==> src/rtl/dm_arbiter.sv <==
// dm_arbiter: shares one data memory between CORES requesting cores.
// One transaction at a time: IDLE -> ACCESS -> (WAIT for loads) -> ACK.
// Build option: define DM_ARBITER_FIXED_PRIO_EN for fixed lowest-index
// priority; when undefined (default) the grant is round-robin.
module dm_arbiter #(
  parameter int CORES  = 4,
  parameter int ADDR_W = 32,
  parameter int DATA_W = 32
) (
  input  logic                      clk,
  input  logic                      reset,
  input  logic [CORES-1:0]          req,
  input  logic [CORES-1:0]          we,
  input  logic [CORES*ADDR_W-1:0]   addr,
  input  logic [CORES*DATA_W-1:0]   wdata,
  output logic [CORES-1:0]          ack,
  output logic [DATA_W-1:0]         rdata,
  output logic                      mem_en,
  output logic                      mem_we,
  output logic [ADDR_W-1:0]         mem_addr,
  output logic [DATA_W-1:0]         mem_wdata,
  input  logic [DATA_W-1:0]         mem_rdata
);

  localparam int unsigned NC    = CORES;
  localparam int unsigned IDX_W = (CORES > 1) ? $clog2(CORES) : 1;

  typedef enum logic [1:0] {
    S_IDLE,
    S_ACCESS,
    S_WAIT,
    S_ACK
  } state_t;

  state_t              r_state;
  logic [IDX_W-1:0]    r_owner;
  logic [CORES-1:0]    r_ack;
  logic [DATA_W-1:0]   r_rdata;
  logic                r_mem_en;
  logic                r_mem_we;
  logic [ADDR_W-1:0]   r_mem_addr;
  logic [DATA_W-1:0]   r_mem_wdata;
`ifndef DM_ARBITER_FIXED_PRIO_EN
  logic [IDX_W-1:0]    r_last;
  logic [IDX_W-1:0]    w_cand;
`endif

  logic [CORES-1:0]    w_owner_oh;
  logic [CORES-1:0]    w_pending;
  logic                w_win_valid;
  logic [IDX_W-1:0]    w_win_idx;
  logic                w_win_we;
  logic [ADDR_W-1:0]   w_win_addr;
  logic [DATA_W-1:0]   w_win_wdata;

  // Owner one-hot; the owner's still-high req is masked while it is being acked
  always_comb begin
    w_owner_oh = '0;
    for (int i = 0; i < CORES; i++) begin
      w_owner_oh[i] = (r_owner == IDX_W'(i));
    end
    w_pending = (r_state == S_ACK) ? (req & ~w_owner_oh) : req;
  end

`ifdef DM_ARBITER_FIXED_PRIO_EN
  // Fixed priority: lowest-index pending core wins
  always_comb begin
    w_win_valid = 1'b0;
    w_win_idx   = '0;
    for (int i = CORES - 1; i >= 0; i--) begin
      if (w_pending[i]) begin
        w_win_valid = 1'b1;
        w_win_idx   = IDX_W'(i);
      end
    end
  end
`else
  // Round-robin: search starts one past the last owner and wraps
  always_comb begin
    w_win_valid = 1'b0;
    w_win_idx   = '0;
    w_cand      = '0;
    for (int unsigned k = 1; k <= NC; k++) begin
      w_cand = IDX_W'((32'(r_last) + k) % NC);
      if (!w_win_valid && w_pending[w_cand]) begin
        w_win_valid = 1'b1;
        w_win_idx   = w_cand;
      end
    end
  end
`endif

  // Select the winner's command fields out of the flattened buses
  always_comb begin
    w_win_we    = 1'b0;
    w_win_addr  = '0;
    w_win_wdata = '0;
    for (int i = 0; i < CORES; i++) begin
      if (w_win_idx == IDX_W'(i)) begin
        w_win_we    = we[i];
        w_win_addr  = addr[i*ADDR_W +: ADDR_W];
        w_win_wdata = wdata[i*DATA_W +: DATA_W];
      end
    end
  end

  // Transaction FSM with registered strobes, ack and load data
  always_ff @(posedge clk) begin
    if (reset) begin
      r_state     <= S_IDLE;
      r_owner     <= '0;
      r_ack       <= '0;
      r_rdata     <= '0;
      r_mem_en    <= 1'b0;
      r_mem_we    <= 1'b0;
      r_mem_addr  <= '0;
      r_mem_wdata <= '0;
`ifndef DM_ARBITER_FIXED_PRIO_EN
      r_last      <= IDX_W'(NC - 1);
`endif
    end else begin
      r_ack       <= '0;
      r_mem_en    <= 1'b0;
      r_mem_we    <= 1'b0;
      r_mem_addr  <= '0;
      r_mem_wdata <= '0;
      case (r_state)
        S_IDLE, S_ACK: begin
          if (w_win_valid) begin
            r_owner     <= w_win_idx;
`ifndef DM_ARBITER_FIXED_PRIO_EN
            r_last      <= w_win_idx;
`endif
            r_mem_en    <= 1'b1;
            r_mem_we    <= w_win_we;
            r_mem_addr  <= w_win_addr;
            r_mem_wdata <= w_win_wdata;
            r_state     <= S_ACCESS;
          end else begin
            r_state <= S_IDLE;
          end
        end
        S_ACCESS: begin
          if (r_mem_we) begin
            r_ack   <= w_owner_oh;
            r_state <= S_ACK;
          end else begin
            r_state <= S_WAIT;
          end
        end
        S_WAIT: begin
          r_rdata <= mem_rdata;
          r_ack   <= w_owner_oh;
          r_state <= S_ACK;
        end
        default: r_state <= S_IDLE;
      endcase
    end
  end

  assign ack       = r_ack;
  assign rdata     = r_rdata;
  assign mem_en    = r_mem_en;
  assign mem_we    = r_mem_we;
  assign mem_addr  = r_mem_addr;
  assign mem_wdata = r_mem_wdata;

endmodule
==> config.mk <==
export PLATFORM = sky130hd
export DESIGN_NAME = dm_arbiter
export DESIGN_NICKNAME = d
export VERILOG_FILES = /design/src/rtl/dm_arbiter.sv
export SDC_FILE = /design/constraint.sdc
export NUM_CORES = 1
export LEC_CHECK = 0
export CAP_MARGIN = 25
export CORE_AREA = 2 2 154 156
export CTS_BUF_LIST = sky130_fd_sc_hd__clkbuf_8
export DETAILED_ROUTE_END_ITERATION = 6
export DIE_AREA = 0 0 156 158
export PLACE_DENSITY = 0.63
export SLEW_MARGIN = 20
export SYNTH_ARGS = -nofsm -noshare
export SYNTH_HDL_FRONTEND = slang
export SYNTH_SLANG_ARGS = --single-unit
==> constraint.sdc <==
create_clock -name clk -period 2.9 [get_ports clk]
set_clock_uncertainty 0.15 [all_clocks]
set_input_delay 0.435 -clock clk [delete_from_list [all_inputs] [get_ports clk]]
set_output_delay 0.435 -clock clk [all_outputs]
set_load 0.05 [all_outputs]
==> results of run 1 <==
[metrics by stage]
stage | instances | utilization | instance area [µm²] | setup slack [ps]
2_1_floorplan | 535 | - | 5720 | 610
3_3_place_gp | 1193 | 0.432 | 9950 | 154
3_5_place_dp | 1193 | 0.432 | 9950 | 143
4_1_cts | 1209 | 0.441 | 10200 | 312
5_1_grt | 1209 | 0.441 | 10200 | 134
6_report | 1209 | 0.441 | 10200 | 328
[state kept, by name, summed over array words and instances, names as in the netlist]
name       flops
mem_en         1
r_last         2
mem_we         1
ack            4
mem_wdata     32
mem_addr      32
r_owner        2
r_state        2
rdata         32
[kinds of logic after synthesis]
group,count (synthesis),synth area share
fa+ha+maj,3,0.00656
xor+xnor,1,0.00284
compound gates,85,0.136
mux,165,0.315
simple gates,120,0.0943
buf+inv,53,0.0678
flops,108,0.378
[worst paths after layout]
path	startpoint	end	slack, ps	cells past startpoint
setup reg to reg	r_state[0]	mem_wdata[16]	330	9
hold / removal	rdata[24]	rdata[24]	350	2
hold reg to reg	rdata[24]	rdata[24]	350	2
setup / recovery	r_state[0]	mem_wdata[16]	330	9
[worst reg2reg max path, cell delays in order (launching register included)]
cell and delay, ps:
dfxtp_1 390, ha_1 260, nor2b_2 280, a21oi_2 110, a311o_2 440, buf_12 170, buf_12 190, mux2_4 330
nor2_2 90, a211oi_2 50
[cells in the final DEF (no fill, tap or decap), types with 3 or more instances in the layout]
| master | synthesis | layout |
|---|---|---|
| a211oi_1 | 41 | 41 |
| a211oi_2 | 25 | 25 |
| a21oi_1 | 3 | 3 |
| buf_12 | 4 | 8 |
| buf_4 | 2 | 8 |
| clkbuf_8 | 0 | 9 |
| clkdlybuf4s50_1 | 0 | 399 |
| clkinv_8 | 0 | 3 |
| dfxtp_1 | 108 | 108 |
| inv_1 | 6 | 6 |
| mux2_2 | 49 | 49 |
| mux2_4 | 18 | 18 |
| mux2i_1 | 98 | 98 |
| nand2_1 | 5 | 5 |
| nand2b_1 | 3 | 3 |
| nor2_1 | 83 | 83 |
| nor2_2 | 19 | 19 |
| nor3_1 | 4 | 4 |
[metal layers]
metal / GRT usage / vias to the layer above / part of all wire
met3: 0.0608 / 20 / 0.10
li1: - / 2678 / -
met4: 0.0424 / 0 / 0.016
met5: 0 / - / 0
met2: 0.292 / 251 / 0.50
met1: 0.169 / 2368 / 0.38
[area by class of cell]
cell class / instances / area (µm²)
repair buffers: 415 / 4210
inverters: 6 / 22.5
clock buffers: 9 / 124
clock inverters: 7 / 82.6
multi-input cells: 374 / 3190
well taps: 290 / 363
fillers: 2249 / 12900
flip-flops and latches: 108 / 2160
[power by group through the flow]
| stage | Clock, W | Combinational, W | Sequential [W] |
|---|---|---|---|
| 2_1_floorplan | 0 | 0.00279 | 0.00416 |
| 3_3_place_gp | 0 | 0.00656 | 0.00234 |
| 3_5_place_dp | 0 | 0.00659 | 0.00235 |
| 4_1_cts | 0.00102 | 0.00661 | 0.00231 |
| 5_1_grt | 0.00109 | 0.00690 | 0.00237 |
| 6_report | 0.000960 | 0.00652 | 0.00230 |
==> run summary, run 1 <==
status: completed
Final Setup Violations: 0
minimum clock period: 2570 ps
VDD IR max: 0.000478 V
synthesized cell area: 0.00572 mm²
# rows: 56
CP Cell Sequence: ha_1 > nor2b_2 > a21oi_2 > a311o_2 > buf_12 > buf_12 > mux2_4 > nor2_2 > a211oi_2
Setup TNS: 0 ps
Clock Power Share: 0.098
Cell Int Power: 0.00501 W
Total GRT Usage: 0.158
static leakage: 3.93 nW
Die Ht: 158 µm
pin count of the biggest net entering global routing: 77
# diodes: 0
vias per cell: 4.40
share of layout cells above drive strength 1: 0.166
Sw Ratio: 0.488
Seq cells post-synth: 108
Worst path max stage delay: 440 ps
Post-Syn Nets: 836
Post-synth EDFFs: 0
total gr overflow: 0
RSZ-0062 raised after global routing: no
First-pass DRT Iterations: 4
maxcap violations: 0
routed len/inst: 16.8 µm
buffer count from post-CTS setup fixing: 0
P&R area growth vs syn: 77.5%
Power Total: 0.00978 W
share of the synthesized area in the top cell type: 0.378
switching pwr: 0.00478 W
startpoint types: flop
critical path peak fanout: 29
Synth area leaders: dfxtp_1 (38%), mux2i_1 (17%), mux2_2 (9.6%)
port buffer count: 399
CTS root buffer: clkbuf_8
Worst Max-Slew Pin Slew: 643 ps
sequential share of power: 0.236
top-count cell post-synth: dfxtp_1
Rel. slew slack: 0.571
PostCTS Resize Cnt: 0
vias in the first global route: 5227
Async S/R FF share, synth: 0
Slew Viols, Final: 0
Crit-path slowest cell: a311o_2
synth warn: 0
Synth Flop Type: dfxtp_1
via count: 5317
H-tree depth: 3
DRC: 0
routed wire length: 20.3 mm
Power Density: 964 mW/mm²
clock buffer depth: 2
Required @ worst endpoint: 3020 ps
global-route wire length before repair: 29.7 mm
initial antenna violation count: 0
crit path kind: reg -> reg
Top cell by count, worst path: buf_12
Starting Density: 0.248
Die Wd: 156 µm
Skew-Pair Late Insertion Delay: 390 ps
DP HPWL: 16.1 mm
Hold Violations, Final: 0
most common library cells after synthesis: dfxtp_1 (108), mux2i_1 (98), nor2_1 (83)
cells after synthesis: 535
post-route ant nets: 0
Final period util: 0.887
cts bufs inserted: 9
fmax: 389 MHz
CTS Sinks: 108
die area: 0.0246 mm²
GP Congestion: 0.824
syn_area_per_cell: 10.7 µm²
Setup crit end kind: flop
post-synthesis sequential area ratio: 0.378
number of distinct library cells after synthesis: 42
Final nets: 1215
Worst-path clk slew: 130 ps
initial DRC count: 147
I/O pins: 400
combinational share of power: 0.666
area leader, netlist: dfxtp_1
CP Buf/Inv Count: 2
worst hold path type: reg -> reg
number of hold buffers added after cts: 0
Core Area: 0.0231 mm²
TritonCTS clock tree: yes
WHS: 349 ps
Crit path arrival time: 2690 ps
crit-path leading delay family: compound AO/OA/AOI/OAI gates
Power figures use the tool's default switching activity.
==> inputs of run 2 (changes only) <==
--- a/config.mk
+++ b/config.mk
@@ -11,6 +11,7 @@
 export DETAILED_ROUTE_END_ITERATION = 6
 export DIE_AREA = 0 0 156 158
 export PLACE_DENSITY = 0.63
+export SKIP_LAST_GASP = 1
 export SLEW_MARGIN = 20
 export SYNTH_ARGS = -nofsm -noshare
 export SYNTH_HDL_FRONTEND = slang
==> results of run 2 <==
The final DEF is identical to that of run 1; final timing and power are the same.
==> inputs of run 3 (changes only) <==
--- a/config.mk
+++ b/config.mk
@@ -6,11 +6,11 @@
 export NUM_CORES = 1
 export LEC_CHECK = 0
 export CAP_MARGIN = 25
-export CORE_AREA = 2 2 154 156
+export CORE_AREA = 10 10 145 147
 export CTS_BUF_LIST = sky130_fd_sc_hd__clkbuf_8
 export DETAILED_ROUTE_END_ITERATION = 6
-export DIE_AREA = 0 0 156 158
-export PLACE_DENSITY = 0.63
+export DIE_AREA = 0 0 155 157
+export PLACE_DENSITY = 0.76
 export SKIP_LAST_GASP = 1
 export SLEW_MARGIN = 20
 export SYNTH_ARGS = -nofsm -noshare
==> run 3 against run 2 <==
Net effect:
- via count grew 3.7%
- setup slack better by 3.1 ps
- combinational power is 3.1% higher
- sequential power is essentially flat
- die area is 1.3% lower
- core utilization grew 12 points
- clock power shrank 1%
- largest power group unchanged
==> run summary, run 3 (synthesis gave the netlist of run 1 again) <==
Worst path max stage delay: 430 ps (was 440 ps)
most frequent cells in the layout: clkdlybuf4s50_1 (399), dfxtp_1 (108), mux2i_1 (98) (unchanged)
PostCTS Resize Cnt: 0 (unchanged)
I/O pins: 400 (unchanged)
VDD IR max: 0.000572 V (was 0.000478 V)
Final Setup Violations: 0 (unchanged)
initial antenna violation count: 0 (unchanged)
Finished Layout Cells: 1168 (was 1209)
GP Congestion: 0.900 (was 0.824)
pin count of the biggest net entering global routing: 62 (was 77)
Power Total: 0.00996 W (was 0.00978 W)
Critical R2R Launch: r_state[1] (was r_state[0])
Die Wd: 155 µm (was 156 µm)
switching pwr: 0.00484 W (was 0.00478 W)
initial DRC count: 137 (was 147)
global-route wire length before repair: 34.2 mm (was 29.7 mm)
routed len/inst: 20.2 µm (was 16.8 µm)
RSZ-0062 raised after global routing: no (unchanged)
DP Area: 0.00998 mm² (was 0.00995 mm²)
CP Buf/Inv Count: 2 (unchanged)
Worst Setup SP: r_state[1] (was r_state[0])
Worst R2R Path Depth: 9 (unchanged)
Cell Int Power: 0.00512 W (was 0.00501 W)
Power Density: 978 mW/mm² (was 964 mW/mm²)
vias in the first global route: 5746 (was 5227)
Starting Density: 0.312 (was 0.248)
Crit-path slowest cell: a311o_2 (unchanged)
crit path to: mem_addr[13] (was mem_wdata[16])
number of hold buffers added after cts: 0 (unchanged)
Critical Path Stages: 9 (unchanged)
die area: 0.0243 mm² (was 0.0246 mm²)
cts bufs inserted: 9 (unchanged)
crit-path leading delay family: compound AO/OA/AOI/OAI gates (unchanged)
Clock Power Share: 0.095 (was 0.098)
crit path kind: reg -> reg (unchanged)
status: completed (unchanged)
routed wire length: 23.6 mm (was 20.3 mm)
Hold Violations, Final: 0 (unchanged)
Crit path arrival time: 2720 ps (was 2690 ps)
static leakage: 4.00 nW (was 3.93 nW)
Sw Ratio: 0.486 (was 0.488)
TritonCTS clock tree: yes (unchanged)
fmax: 389 MHz (about the same)
post-route ant nets: 0 (unchanged)
Die Ht: 157 µm (was 158 µm)
via count: 5515 (was 5317)
Final period util: 0.886 (was 0.887)
P&R area growth vs syn: 78.0% (was 77.5%)
vias per cell: 4.72 (was 4.40)
sequential share of power: 0.230 (was 0.236)
CTS root buffer: clkbuf_8 (unchanged)
dpl cells: 1152 (was 1193)
startpoint types: flop (unchanged)
port buffer count: 399 (unchanged)
Setup crit end kind: flop (unchanged)
Finished Cell Area: 0.0102 mm² (about the same)
maxcap violations: 0 (unchanged)
share of layout cells above drive strength 1: 0.180 (was 0.166)
Core Area: 0.0183 mm² (was 0.0231 mm²)
Top cell by count, worst path: buf_12 (unchanged)
Total GRT Usage: 0.183 (was 0.158)
Final nets: 1230 (was 1215)
Reg2Reg Capture Point: mem_addr[13] (was mem_wdata[16])
CTS Sinks: 108 (unchanged)
Worst-path clk slew: 120 ps (was 130 ps)
# rows: 50 (was 56)
DRC: 0 (unchanged)
Skew-Pair Late Insertion Delay: 400 ps (was 390 ps)
CP Cell Sequence: ha_1 > nor2b_2 > a21oi_2 > a311o_2 > buf_12 > buf_12 > mux2_2 > nor2_1 > a211oi_1 (was ha_1 > nor2b_2 > a21oi_2 > a311o_2 > buf_12 > buf_12 > mux2_4 > nor2_2 > a211oi_2)
HP Start: rdata[7] (was rdata[24])
Rel. slew slack: 0.583 (was 0.571)
DP HPWL: 19.8 mm (was 16.1 mm)
Required @ worst endpoint: 3050 ps (was 3020 ps)
critical path peak fanout: 27 (was 29)
combinational share of power: 0.675 (was 0.666)
Setup TNS: 0 ps (unchanged)
H-tree depth: 3 (unchanged)
minimum clock period: 2570 ps (about the same)
buffer count from post-CTS setup fixing: 0 (unchanged)
flop2flop setup slack: 330 ps (about the same)
# fillers: 1670 (was 2249)
# diodes: 0 (unchanged)
First-pass DRT Iterations: 4 (unchanged)
clock buffer depth: 2 (unchanged)
worst hold path type: reg -> reg (unchanged)
Slew Viols, Final: 0 (unchanged)
Worst Max-Slew Pin Slew: 623 ps (was 643 ps)
leading cell type in the layout, fill and taps excluded: clkdlybuf4s50_1 (unchanged)
total gr overflow: 0 (unchanged)
## run 3: cell type report
cell class	count	area, µm²	area share
inverters	6	22.5	0.00221
multi-input cells	374	3190	0.313
flip-flops and latches	108	2160	0.212
well taps	234	293	0.0287
clock buffers	9	124	0.0122
repair buffers	430	4310	0.424
clock inverters	7	82.6	0.00811
## run 3: how the worst min path moves through the flow
stage                      endpoint  slack (ps)  depth (start not counted)
after global routing      rdata[16]         380                          2
after floorplan           r_last[1]         370                          1
after detailed placement  rdata[16]         330                          2
final                      rdata[7]         360                          2
after global placement    rdata[16]         320                          2
after CTS                  rdata[7]         360                          2
## run 3: through the flow
stage	setup WS, ps	hold WS (ps)	utilization
3_3_place_gp	146	322	0.544
6_report	331	355	0.556
4_1_cts	303	361	0.556
2_1_floorplan	610	374	-
5_1_grt	151	382	0.556
3_5_place_dp	88.9	332	0.544
## run 3: layer usage
layer	GRT usage	wire length [µm]	share of wire
met1	0.188	8960	0.38
met2	0.327	11800	0.50
met3	0.0772	2340	0.099
met4	0.0585	441	0.019
met5	0	0	0
## run 3: power groups by stage
stage | Sequential [W] | Clock (W) | Combinational, W
after floorplan | 0.00416 | 0 | 0.00279
after global placement | 0.00232 | 0 | 0.00673
after detailed placement | 0.00234 | 0 | 0.00677
after CTS | 0.00230 | 0.00100 | 0.00679
after global routing | 0.00236 | 0.00105 | 0.00710
final | 0.00229 | 0.000948 | 0.00672
## run 3: worst reg2reg max path: stages, from the launching register on
cell      delay (ps)
dfxtp_1          380
ha_1             230
nor2b_2          270
a21oi_2          100
a311o_2          430
buf_12           200
buf_12           200
mux2_2           230
nor2_1            30
a211oi_1         240
